### src/rtl/pcie_tl_pkg.sv
// Shared types for the PCIe transaction-layer transmit arbiter:
// traffic class encoding, class count and credit FSM states.
package pcie_tl_pkg;

  localparam int NUM_CLASS = 3;

  // Queue / class index: posted, non-posted, completion.
  typedef enum logic [1:0] {
    CLS_P   = 2'd0,
    CLS_NP  = 2'd1,
    CLS_CPL = 2'd2
  } tlp_class_e;

  // Credit FSM: waiting for initial credits, then running until reset.
  typedef enum logic {
    FC_WAIT = 1'b0,
    RUN     = 1'b1
  } fc_state_e;

endpackage

### src/rtl/pcie_tl_tx_arb_if.sv
// Queue-side and output-side handshake bundle of the TX arbiter.
// master = arbiter, slave = surrounding queues / downstream consumer.
interface pcie_tl_tx_arb_if #(
  parameter int DATA_WIDTH = 224
);
  import pcie_tl_pkg::*;

  logic [NUM_CLASS-1:0]            q_empty_i;
  logic [NUM_CLASS-1:0]            q_rden_o;
  logic [NUM_CLASS*DATA_WIDTH-1:0] q_rdata_i;
  logic                            tlp_valid_o;
  logic [DATA_WIDTH-1:0]           tlp_data_o;
  logic [1:0]                      tlp_class_o;
  logic                            tlp_ready_i;

  modport master (
    input  q_empty_i, q_rdata_i, tlp_ready_i,
    output q_rden_o, tlp_valid_o, tlp_data_o, tlp_class_o
  );

  modport slave (
    output q_empty_i, q_rdata_i, tlp_ready_i,
    input  q_rden_o, tlp_valid_o, tlp_data_o, tlp_class_o
  );

endinterface

### src/rtl/pcie_tl_rr_arb.sv
// Three-requester round-robin arbiter. The search starts one past the
// last winner; the pointer only moves when a grant is issued.
module pcie_tl_rr_arb
  import pcie_tl_pkg::*;
(
  input  logic                 clk,
  input  logic                 rst_n,
  input  logic [NUM_CLASS-1:0] req_i,
  output logic [NUM_CLASS-1:0] gnt_o
);

  logic [1:0] last_q;
  logic [1:0] last_d;
  logic [1:0] idx;
  logic       found;

  // Rotating first-hit search beginning after the previous winner.
  always_comb begin
    gnt_o  = '0;
    last_d = last_q;
    found  = 1'b0;
    idx    = '0;
    for (int k = 1; k <= NUM_CLASS; k++) begin
      idx = 2'((int'(last_q) + k) % NUM_CLASS);
      if (!found && req_i[idx]) begin
        gnt_o[idx] = 1'b1;
        last_d     = idx;
        found      = 1'b1;
      end
    end
  end

  // Last-winner pointer; resets to CPL so that P is searched first.
  always_ff @(posedge clk) begin
    if (!rst_n) last_q <= 2'd2;
    else        last_q <= last_d;
  end

endmodule

### src/rtl/pcie_tl_tx_arb.sv
// PCIe TL transmit arbiter: picks one of the P/NP/CPL queues per cycle
// subject to header flow-control credits, and presents the popped entry
// on a registered valid/ready output slot.
// Optional build macro PCIE_TL_ARB_CPL_PRIO_EN: completions win over P/NP
// whenever eligible; P and NP still alternate round-robin.
module pcie_tl_tx_arb
  import pcie_tl_pkg::*;
#(
  parameter int DATA_WIDTH = 224,
  parameter int CRED_W     = 8
) (
  input  logic                        clk,
  input  logic                        rst_n,
  input  logic                        en_i,
  input  logic                        fc_init_i,
  input  logic [NUM_CLASS*CRED_W-1:0] fc_init_hdr_i,
  input  logic [NUM_CLASS-1:0]        fc_upd_i,
  output logic                        fc_ready_o,
  pcie_tl_tx_arb_if.master            bus
);

  fc_state_e             state_q, state_d;
  logic [CRED_W-1:0]     cred_q [NUM_CLASS];
  logic [CRED_W-1:0]     cred_d [NUM_CLASS];
  logic [NUM_CLASS-1:0]  inf_q, inf_d;
  logic [NUM_CLASS-1:0]  elig, req, gnt;
  logic                  can_grant;
  logic                  tlp_valid_q, tlp_valid_d;
  logic [DATA_WIDTH-1:0] tlp_data_q, tlp_data_d;
  logic [1:0]            tlp_class_q, tlp_class_d;

  // Decrement on grant, increment on credit return, saturate at all-ones.
  // A grant is only issued at non-zero credit, so no underflow guard.
  function automatic logic [CRED_W-1:0] cred_next(input logic [CRED_W-1:0] c,
                                                  input logic dec, input logic inc);
    if (dec && !inc) return c - 1'b1;
    if (inc && !dec && (c != {CRED_W{1'b1}})) return c + 1'b1;
    return c;
  endfunction

  // Eligibility and grant qualification feeding the round-robin core.
  always_comb begin
    elig = '0;
    for (int q = 0; q < NUM_CLASS; q++)
      elig[q] = !bus.q_empty_i[q] && (inf_q[q] || (cred_q[q] != '0));
    can_grant = rst_n && (state_q == RUN) && en_i && (!tlp_valid_q || bus.tlp_ready_i);
`ifdef PCIE_TL_ARB_CPL_PRIO_EN
    req = elig[2] ? 3'b100 : (elig & 3'b011);
`else
    req = elig;
`endif
    if (!can_grant) req = '0;
  end

  pcie_tl_rr_arb u_rr (
    .clk   (clk),
    .rst_n (rst_n),
    .req_i (req),
    .gnt_o (gnt)
  );

  // Credit FSM: one-shot load in FC_WAIT, credit accounting in RUN.
  always_comb begin
    state_d = state_q;
    inf_d   = inf_q;
    for (int q = 0; q < NUM_CLASS; q++) cred_d[q] = cred_q[q];
    case (state_q)
      FC_WAIT: begin
        if (fc_init_i) begin
          state_d = RUN;
          for (int q = 0; q < NUM_CLASS; q++) begin
            cred_d[q] = fc_init_hdr_i[q*CRED_W +: CRED_W];
            inf_d[q]  = (fc_init_hdr_i[q*CRED_W +: CRED_W] == '0);
          end
        end
      end
      RUN: begin
        for (int q = 0; q < NUM_CLASS; q++)
          if (!inf_q[q]) cred_d[q] = cred_next(cred_q[q], gnt[q], fc_upd_i[q]);
      end
      default: ;
    endcase
  end

  // Output slot: load on grant, drop valid after a transfer with no refill.
  always_comb begin
    tlp_valid_d = tlp_valid_q;
    tlp_data_d  = tlp_data_q;
    tlp_class_d = tlp_class_q;
    if (|gnt) begin
      tlp_valid_d = 1'b1;
      for (int q = 0; q < NUM_CLASS; q++) begin
        if (gnt[q]) begin
          tlp_data_d  = bus.q_rdata_i[q*DATA_WIDTH +: DATA_WIDTH];
          tlp_class_d = 2'(q);
        end
      end
    end else if (bus.tlp_ready_i) begin
      tlp_valid_d = 1'b0;
    end
  end

  // State, credit and output registers; reset discards any held TLP.
  always_ff @(posedge clk) begin
    if (!rst_n) begin
      state_q     <= FC_WAIT;
      inf_q       <= '0;
      for (int q = 0; q < NUM_CLASS; q++) cred_q[q] <= '0;
      tlp_valid_q <= 1'b0;
      tlp_data_q  <= '0;
      tlp_class_q <= '0;
    end else begin
      state_q     <= state_d;
      inf_q       <= inf_d;
      for (int q = 0; q < NUM_CLASS; q++) cred_q[q] <= cred_d[q];
      tlp_valid_q <= tlp_valid_d;
      tlp_data_q  <= tlp_data_d;
      tlp_class_q <= tlp_class_d;
    end
  end

  assign bus.q_rden_o    = gnt;
  assign bus.tlp_valid_o = tlp_valid_q;
  assign bus.tlp_data_o  = tlp_data_q;
  assign bus.tlp_class_o = tlp_class_q;
  assign fc_ready_o      = (state_q == RUN);

endmodule

### src/flat_wrapper.sv
// flat-port wrapper written by rule: the top's interface ports become plain ports
module pcie_tl_tx_arb_flat import pcie_tl_pkg::*;
#(
  parameter int DATA_WIDTH = 224,
  parameter int CRED_W     = 8
)
  (clk, rst_n, en_i, fc_init_i, fc_init_hdr_i, fc_upd_i, fc_ready_o, bus_q_empty_i, bus_q_rdata_i, bus_tlp_ready_i, bus_q_rden_o, bus_tlp_valid_o, bus_tlp_data_o, bus_tlp_class_o);
  pcie_tl_tx_arb_if #(.DATA_WIDTH(DATA_WIDTH)) bus_i ();
  input  logic clk;
  input  logic rst_n;
  input  logic en_i;
  input  logic fc_init_i;
  input  logic [NUM_CLASS*CRED_W-1:0] fc_init_hdr_i;
  input  logic [NUM_CLASS-1:0] fc_upd_i;
  output logic fc_ready_o;
  input wire logic [$bits(bus_i.q_empty_i)-1:0] bus_q_empty_i;
  input wire logic [$bits(bus_i.q_rdata_i)-1:0] bus_q_rdata_i;
  input wire logic [$bits(bus_i.tlp_ready_i)-1:0] bus_tlp_ready_i;
  output wire logic [$bits(bus_i.q_rden_o)-1:0] bus_q_rden_o;
  output wire logic [$bits(bus_i.tlp_valid_o)-1:0] bus_tlp_valid_o;
  output wire logic [$bits(bus_i.tlp_data_o)-1:0] bus_tlp_data_o;
  output wire logic [$bits(bus_i.tlp_class_o)-1:0] bus_tlp_class_o;
  assign bus_i.q_empty_i = bus_q_empty_i;
  assign bus_i.q_rdata_i = bus_q_rdata_i;
  assign bus_i.tlp_ready_i = bus_tlp_ready_i;
  assign bus_q_rden_o = bus_i.q_rden_o;
  assign bus_tlp_valid_o = bus_i.tlp_valid_o;
  assign bus_tlp_data_o = bus_i.tlp_data_o;
  assign bus_tlp_class_o = bus_i.tlp_class_o;
  pcie_tl_tx_arb #(.DATA_WIDTH(DATA_WIDTH), .CRED_W(CRED_W)) u_core (.clk(clk), .rst_n(rst_n), .en_i(en_i), .fc_init_i(fc_init_i), .fc_init_hdr_i(fc_init_hdr_i), .fc_upd_i(fc_upd_i), .fc_ready_o(fc_ready_o), .bus(bus_i));
endmodule
### config.mk
export PLATFORM = sky130hd
export DESIGN_NAME = pcie_tl_tx_arb_flat
export DESIGN_NICKNAME = d
export VERILOG_FILES = /design/src/rtl/pcie_tl_pkg.sv /design/src/rtl/pcie_tl_tx_arb_if.sv /design/src/rtl/pcie_tl_rr_arb.sv /design/src/rtl/pcie_tl_tx_arb.sv /design/src/flat_wrapper.sv
export SDC_FILE = /design/constraint.sdc
export NUM_CORES = 1
export LEC_CHECK = 0
export CAP_MARGIN = 10
export CELL_PAD_IN_SITES_DETAIL_PLACEMENT = 0
export CELL_PAD_IN_SITES_GLOBAL_PLACEMENT = 1
export CORE_AREA = 2 2 364 366
export DETAILED_ROUTE_END_ITERATION = 16
export DIE_AREA = 0 0 366 368
export PLACE_DENSITY = 0.49
export SLEW_MARGIN = 5
export SYNTH_ARGS = -nofsm -noshare
export SYNTH_HDL_FRONTEND = slang
export SYNTH_SLANG_ARGS = --single-unit
### constraint.sdc
create_clock -name clk -period 8.35 [get_ports clk]
set_input_delay 1.67 -clock clk [delete_from_list [all_inputs] [get_ports clk]]
set_output_delay 1.67 -clock clk [all_outputs]
set_load 0.01 [all_outputs]
# After elaboration in Yosys (flattened, before gate mapping)
# Memory sizes are Yosys's and may differ from the RTL's.
# Cells that the tools add are included.
classes:
  add_sub_neg: 9
  mul: 0
  n_div: 3
  order_cmp: 6
  n_eq_ne: 3
  n_shift: 0
  muxes: 74
  n_bitwise: 6
  n_reduce_logical: 48
op_table:
  columns: ["operator", "count"]
  rows:
  - ["2-to-1 mux 224 bit", 3]
  - ["2-to-1 mux 8 bit", 18]
  - ["modulo 32 x 3 -> 32 bit (second input constant)", 3]
  - ["one-hot mux 24 bit (2 select lines)", 1]
  - ["2-to-1 mux 1 bit", 35]
  - ["adder 8 x 1 -> 8 bit (second input constant)", 3]
  - ["logical NOT 8 bit", 3]
  - ["2-to-1 mux 24 bit", 1]
  - ["inequality test 8 bit (second input constant)", 3]
  - ["nonzero test 8 bit", 3]
  - ["subtractor 8 x 1 -> 8 bit (second input constant)", 3]
  - ["logical AND 1 bit", 20]
  - ["logical NOT 1 bit", 12]
  - ["2-to-1 mux 2 bit", 6]
  - ["2-to-1 mux 3 bit", 4]
  - ["< comparator 2 x 3 -> 1 bit (second input constant)", 3]
  - ["adder 2 x 2 -> 3 bit (second input constant)", 2]
  - ["binary-select mux 1 bit (select 2 bit)", 3]
  - ["demux 1 bit (select 2 bit)", 3]
  - [">= comparator 2 x 1 -> 1 bit (second input constant)", 3]
  - ["bitwise OR 3 bit", 2]
  - ["nonzero test 3 bit", 2]
  - ["logical OR 1 bit", 4]
  - ["AND reduction 2 bit", 2]
  - ["other kinds (5)", 7]
totals:
  register_bits: 233
  latchBits: 0
  ram_bits: 24
  romBits: 0
  inputBits: 707
  output_inout_bits: 231
  word_cells: 156
  memories: 1
mem_list:
  columns: ["memory", "depth", "word_bits", "read_ports", "rd_clocked_by_memory_dff", "wr", "line", "source"]
  rows:
  - ["u_core.cred_q", 3, 8, 3, 0, 3, "pcie_tl_tx_arb.sv:23", "logic [CRED_W-1:0] cred_q [NUM_CLASS];"]

# Depth between registers and ports, before layout
# An unclocked memory read counts as a cell.
logic_depth:
  depth_word: 26
  depth_mapped: 20
  depth_no_buf: 20

# By module
# From an unflattened synthesis, not the netlist that was laid out.
hier_totals:
  hier_cells: 1812
  area_unflattened_um2: 15061.9
modules_own_cells:
  columns: ["mod", "n_inst", "cells_per_inst", "area_each_um2", "seq_area_each_um2"]
  rows:
  - ["pcie_tl_tx_arb", 1, 1762, 14677.8, 5104.9]
  - ["pcie_tl_rr_arb", 1, 50, 384.1, 40.0]

# Least setup slack after synthesis
# OpenSTA, ideal clock, no wires.
synth_timing:
  path_type: "input to output"
  startpoint: "input rst_n"
  endpoint: "output bus_q_rden_o[2]"
  arrival_time_ns: 3.515
  t_required_ns: 6.680
  path_slack_ns: 3.165
  path_stages: 10
  n_path_buf: 3
  cell_sequence: "buf_2 nand2_2 nor4_4 nand4b_1 a31oi_1 a21bo_2 and2_1 inv_2 buf_2 buf_1"
synth_via:
  elab_chain_cells: 13
  word_cells_on_any_way: 21
  cone_classes: "mux: 12; bitwise: 2; reduce/logical: 7"
synth_rtl:
  columns: ["item", "line", "source"]
  rows:
  - ["start, declared", "flat_wrapper.sv:10", "input logic rst_n;"]
  - ["logical AND 1 bit * (3 in series)", "pcie_tl_tx_arb.sv:46", "can_grant = rst_n && (state_q == RUN) && en_i && (!tlp_valid_q || bus.tlp_ready_i);"]
  - ["2-to-1 mux 3 bit *", "pcie_tl_tx_arb.sv:52", "if (!can_grant) req = '0;"]
  - ["binary-select mux 1 bit (select 2 bit)", "pcie_tl_rr_arb.sv:25", "if (!found && req_i[idx]) begin"]
  - ["2-to-1 mux 1 bit (not written as such)", "pcie_tl_rr_arb.sv:25", null]
  - ["2-to-1 mux 1 bit", "pcie_tl_rr_arb.sv:25", null]
  - ["logical NOT 1 bit", "pcie_tl_rr_arb.sv:25", null]
  - ["logical AND 1 bit", "pcie_tl_rr_arb.sv:25", null]
  - ["2-to-1 mux 1 bit", "pcie_tl_rr_arb.sv:25", null]
  - ["logical NOT 1 bit", "pcie_tl_rr_arb.sv:25", null]
  - ["logical AND 1 bit", "pcie_tl_rr_arb.sv:25", null]
  - ["2-to-1 mux 3 bit *", "pcie_tl_rr_arb.sv:25", null]
  - ["end, declared", "flat_wrapper.sv:19", "output wire logic [$bits(bus_i.q_rden_o)-1:0] bus_q_rden_o;"]
# Every way passes the cells marked *; elsewhere a longest branch is shown, timed or not. The select of a mux whose other input is x is not followed.

# Worst setup path in the final report
layout_timing:
  startpoint: "input bus_tlp_ready_i"
  endpoint: "output bus_q_rden_o[2]"
layout_via:
  elab_chain_cells: 12
  word_cells_on_any_way: 20
  cone_classes: "mux: 12; bitwise: 2; reduce/logical: 6"
layout_rtl:
  columns: ["item", "line", "source"]
  rows:
  - ["start, declared", "flat_wrapper.sv:18", "input wire logic [$bits(bus_i.tlp_ready_i)-1:0] bus_tlp_ready_i;"]
  - ["logical OR 1 bit *", "pcie_tl_tx_arb.sv:46", null]
  - ["logical AND 1 bit *", "pcie_tl_tx_arb.sv:46", null]
  - ["2-to-1 mux 3 bit *", "pcie_tl_tx_arb.sv:52", null]
  - ["binary-select mux 1 bit (select 2 bit)", "pcie_tl_rr_arb.sv:25", null]
  - ["2-to-1 mux 1 bit (not written as such)", "pcie_tl_rr_arb.sv:25", null]
  - ["2-to-1 mux 1 bit", "pcie_tl_rr_arb.sv:25", null]
  - ["logical NOT 1 bit", "pcie_tl_rr_arb.sv:25", null]
  - ["logical AND 1 bit", "pcie_tl_rr_arb.sv:25", null]
  - ["2-to-1 mux 1 bit", "pcie_tl_rr_arb.sv:25", null]
  - ["logical NOT 1 bit", "pcie_tl_rr_arb.sv:25", null]
  - ["logical AND 1 bit", "pcie_tl_rr_arb.sv:25", null]
  - ["2-to-1 mux 3 bit *", "pcie_tl_rr_arb.sv:25", null]
# Marked as above.

==> metrics.cfg <==
[status]
status=complete, no violations

[sta]
setup_slack_ns=1.94
worst_slew_pin_slew_ns=0.941
rsz0062_at_grt=false
clock_skew_ns=0.0186
period_share_pct=76.8
setup_violations=0
layout_min_cycle_time_ns=6.41
clock.fmax_mhz=156
finalMaxSlewViolations=0
fin_setup_tns_ns=0
hold_viol_final=0
maxSlewHeadroom_pct=37.3

[placed_design]
routabilityCongestion=0.866
post-place-cells=4417
port_buffers=937
pre_cts_ws_ns=1.95
hpwlAfterDp_mm=87.8

[routing]
routedWlPerCell_um=24.5
postRouteWirelength_mm=110
vias=17539
vias_per_cell=3.91
drtPass1Iterations=5
drt_iter0_drc=1077
drc=0
drtAntennaViolNets=0

[setup_path]
path_buf_inv=3
max_stage_delay_ns=0.62
worstSetupPathDepth=9
end_kind=output pin
crit_slowest_cell=nor4_2
crit_arrival_ns=4.74
cp_max_fo=44
reg2reg_from=u_core.bus.tlp_valid_o
r2r_cells=11
cp.required_ns=6.68
crit_type=in2out
rrSetupSlack_ns=3.90
critPathTopFamily=buffers and inverters
cp_common_cell=clkdlybuf4s50_1
crit_chain=clkdlybuf4s50_1 -> nor2b_1 -> nor4_2 -> nand3_1 -> a31oi_1 -> a21bo_2 -> and2_4 -> inv_8 -> clkdlybuf4s50_1
r2r-end=u_core.bus.tlp_data_o[56]
start_kind=input pin

[logic_synthesis]
syn-num-nets=2586
ys_warn_count=0
synth-async-reset-ratio_pct=0
synth_edf_count=0
syn_area_per_cell_um2=7.48
yosys-top-cells-count=466 x a21oi_1, 263 x nand2_1, 261 x nor2_1
synth_top_area_cell=dfxtp_1
seq_area_frac_synth_pct=36.9
synth.cell_area_mm2=0.0140
ys.flop_type=dfxtp_1
synth-xor-area-share_pct=0.439
synthMuxAreaShare_pct=1.35
synth_top_family_by_area=compound AO/OA/AOI/OAI gates
yosys-top-cells-area=dfxtp_1 37%, a21oi_1 17%, a22o_1 14%
synth-simple-area-share_pct=18.3
syn_inst=1866
synth_top_area_share_pct=36.9
synth_cell_types=65
synthAdderAreaFrac_pct=1.22
synth_compound_area_share_pct=35.2
synth.most_common_cell=a21oi_1
synth_seq_cells=257

[cells_and_area]
final-instance-count-excl-fill=4482
drive_gt1_share_pct=4.00
post-route-util_pct=20.0
fill_cells=14761
area_growth_pct=87.8
nets=3420

[pwr]
clkPwrFrac_pct=23.6
sequentialPowerShare_pct=31.0
power_uw=6620
p_leak_uw=0.00997
powerDensity_mw_per_mm2=253
p_sw_share_pct=37.8
netSwitchingPower_uw=2500
internal_power_uw=4120
p_comb_share_pct=45.5
ir_worst_vdd_v=0.000124

[clock_tree]
cts_root_buf=clkbuf_16
numCtsBuffers=36
path_clk_slew_ns=0.06
htreeDepth=2
cts_setup_buffers=0
insertion_delay_ns=0.57
cts_buffer_depth=3
cts_hold_buf=0
cts_tree=done
cts-resized-gates=0
cts.sinks=257

[grt]
grt_pass1_vias=17954
globalRouteTotalUtil_pct=15.6
antenna_found_initial=29
grt_start_max_net_pins=115
grt_pass1_wl_mm=150
grt.overflow.total=0

[hold_path]
whs_endpoint=u_core.bus.tlp_data_o[32]
hp-class=reg2reg
min_from=u_core.bus.tlp_data_o[32]
worstHoldPathCells=1

[floorplanning]
num_rows=133
dieArea_mm2=0.135
core-area_mm2=0.131
ioPinCount=938
fp.dieH_um=368
dieWidth_um=366
initial_core_util_pct=10.7

[run]
max_cap_violations=0

[how the worst max path moves through the flow]
stage,from,end,slack [ns]
5_1_grt,bus_tlp_ready_i,bus_q_rden_o[2],1.77
4_1_cts,bus_tlp_ready_i,bus_q_rden_o[2],1.93
6_report,bus_tlp_ready_i,bus_q_rden_o[2],1.94
3_5_place_dp,en_i,bus_q_rden_o[2],1.95
2_1_floorplan,rst_n,bus_q_rden_o[2],3.17
3_3_place_gp,en_i,bus_q_rden_o[2],1.88
[state kept, by name, indices dropped and copies added, names as in the netlist]
register                count
u_core.bus.tlp_data_o     224
u_core.bus.tlp_valid_o      1
u_core.u_rr.last_q          2
u_core.bus.tlp_class_o      2
u_core.cred_q              24
u_core.inf_q                3
u_core.fc_ready_o           1
[cell type report]
cell class              count  area, um2  area share (%)
repair buffers            965       9730            37.1
inverters                  20       90.1           0.344
well taps                1755       2200            8.38
clock buffers              53       1060            4.03
clock inverters             9       82.6           0.315
multi-input cells        1420       7900            30.1
diodes                      3       7.51          0.0287
flip-flops and latches    257       5140            19.6
[cells by family (layout without fill, tap and decap cells)]
group                      after synthesis  in the layout
other                                    0              3
buffers and inverters                  189           1047
AOI/OAI and AO/OA                      769            769
and+or+nand+nor                        613            613
xor gates and xnor gates                 7              7
muxes                                   18             18
DFF                                    257            257
adders and majority gates               13             13
[power groups by stage]
| stage | combinational [uW] | sequential [uW] | clock, uW |
|---|---|---|---|
| after detailed placement | 3110 | 2070 | 0 |
| final | 3010 | 2050 | 1560 |
| after floorplan | 935 | 2160 | 0 |
| after global placement | 3110 | 2080 | 0 |
| after CTS | 3130 | 2050 | 1630 |
| after global routing | 3200 | 2110 | 1670 |
[stage by stage]
| stage | instance area, um2 | hold WS [ns] |
|---|---|---|
| final | 26200 | 0.474 |
| after global routing | 26200 | 0.490 |
| after detailed placement | 25100 | 0.463 |
| after global placement | 25100 | 0.461 |
| after floorplan | 14000 | 0.444 |
| after CTS | 26200 | 0.475 |
[routing by layer]
layer | GRT usage (%) | vias to the layer above | routed length [um]
li1 | - | 8356 | -
met1 | 19.2 | 8377 | 47100
met2 | 27.5 | 653 | 54000
met3 | 3.88 | 131 | 6800
met4 | 2.98 | 22 | 2000
met5 | 0 | - | 140
[layout by cell type (no fill, tap or decap), types with 4 or more instances in the layout]
master and instances:
o21ai_0 8, nand3_1 29, o221ai_1 4, clkbuf_1 9, nor3_1 11, buf_12 11, nor4_1 8, ha_1 12
mux2_2 6, clkinv_2 4, nor2_1 261, nand4_1 4, a21oi_1 466, a22o_1 224, xnor2_1 5, mux2i_1 12
buf_4 17, a31oi_1 13, clkbuf_8 7, dfxtp_1 257, inv_1 17, nand2b_1 7, o31ai_1 4, clkbuf_16 37
nor2b_1 11, a211oi_1 4, clkdlybuf4s50_1 937, a211o_1 4, nand2_1 263, o31a_1 4
[worst register-to-register path, stage by stage, from the launching register on]
cell      delay [ns]
dfxtp_1         0.33
nor2b_1         0.20
nor4_2          0.62
o211ai_1        0.22
o211ai_1        0.19
a21bo_2         0.23
and2_4          0.32
inv_8           0.18
or3_4           0.67
nor2_8          0.78
buf_4           0.46
a22o_1          0.20
Power figures use the tool's default switching activity.
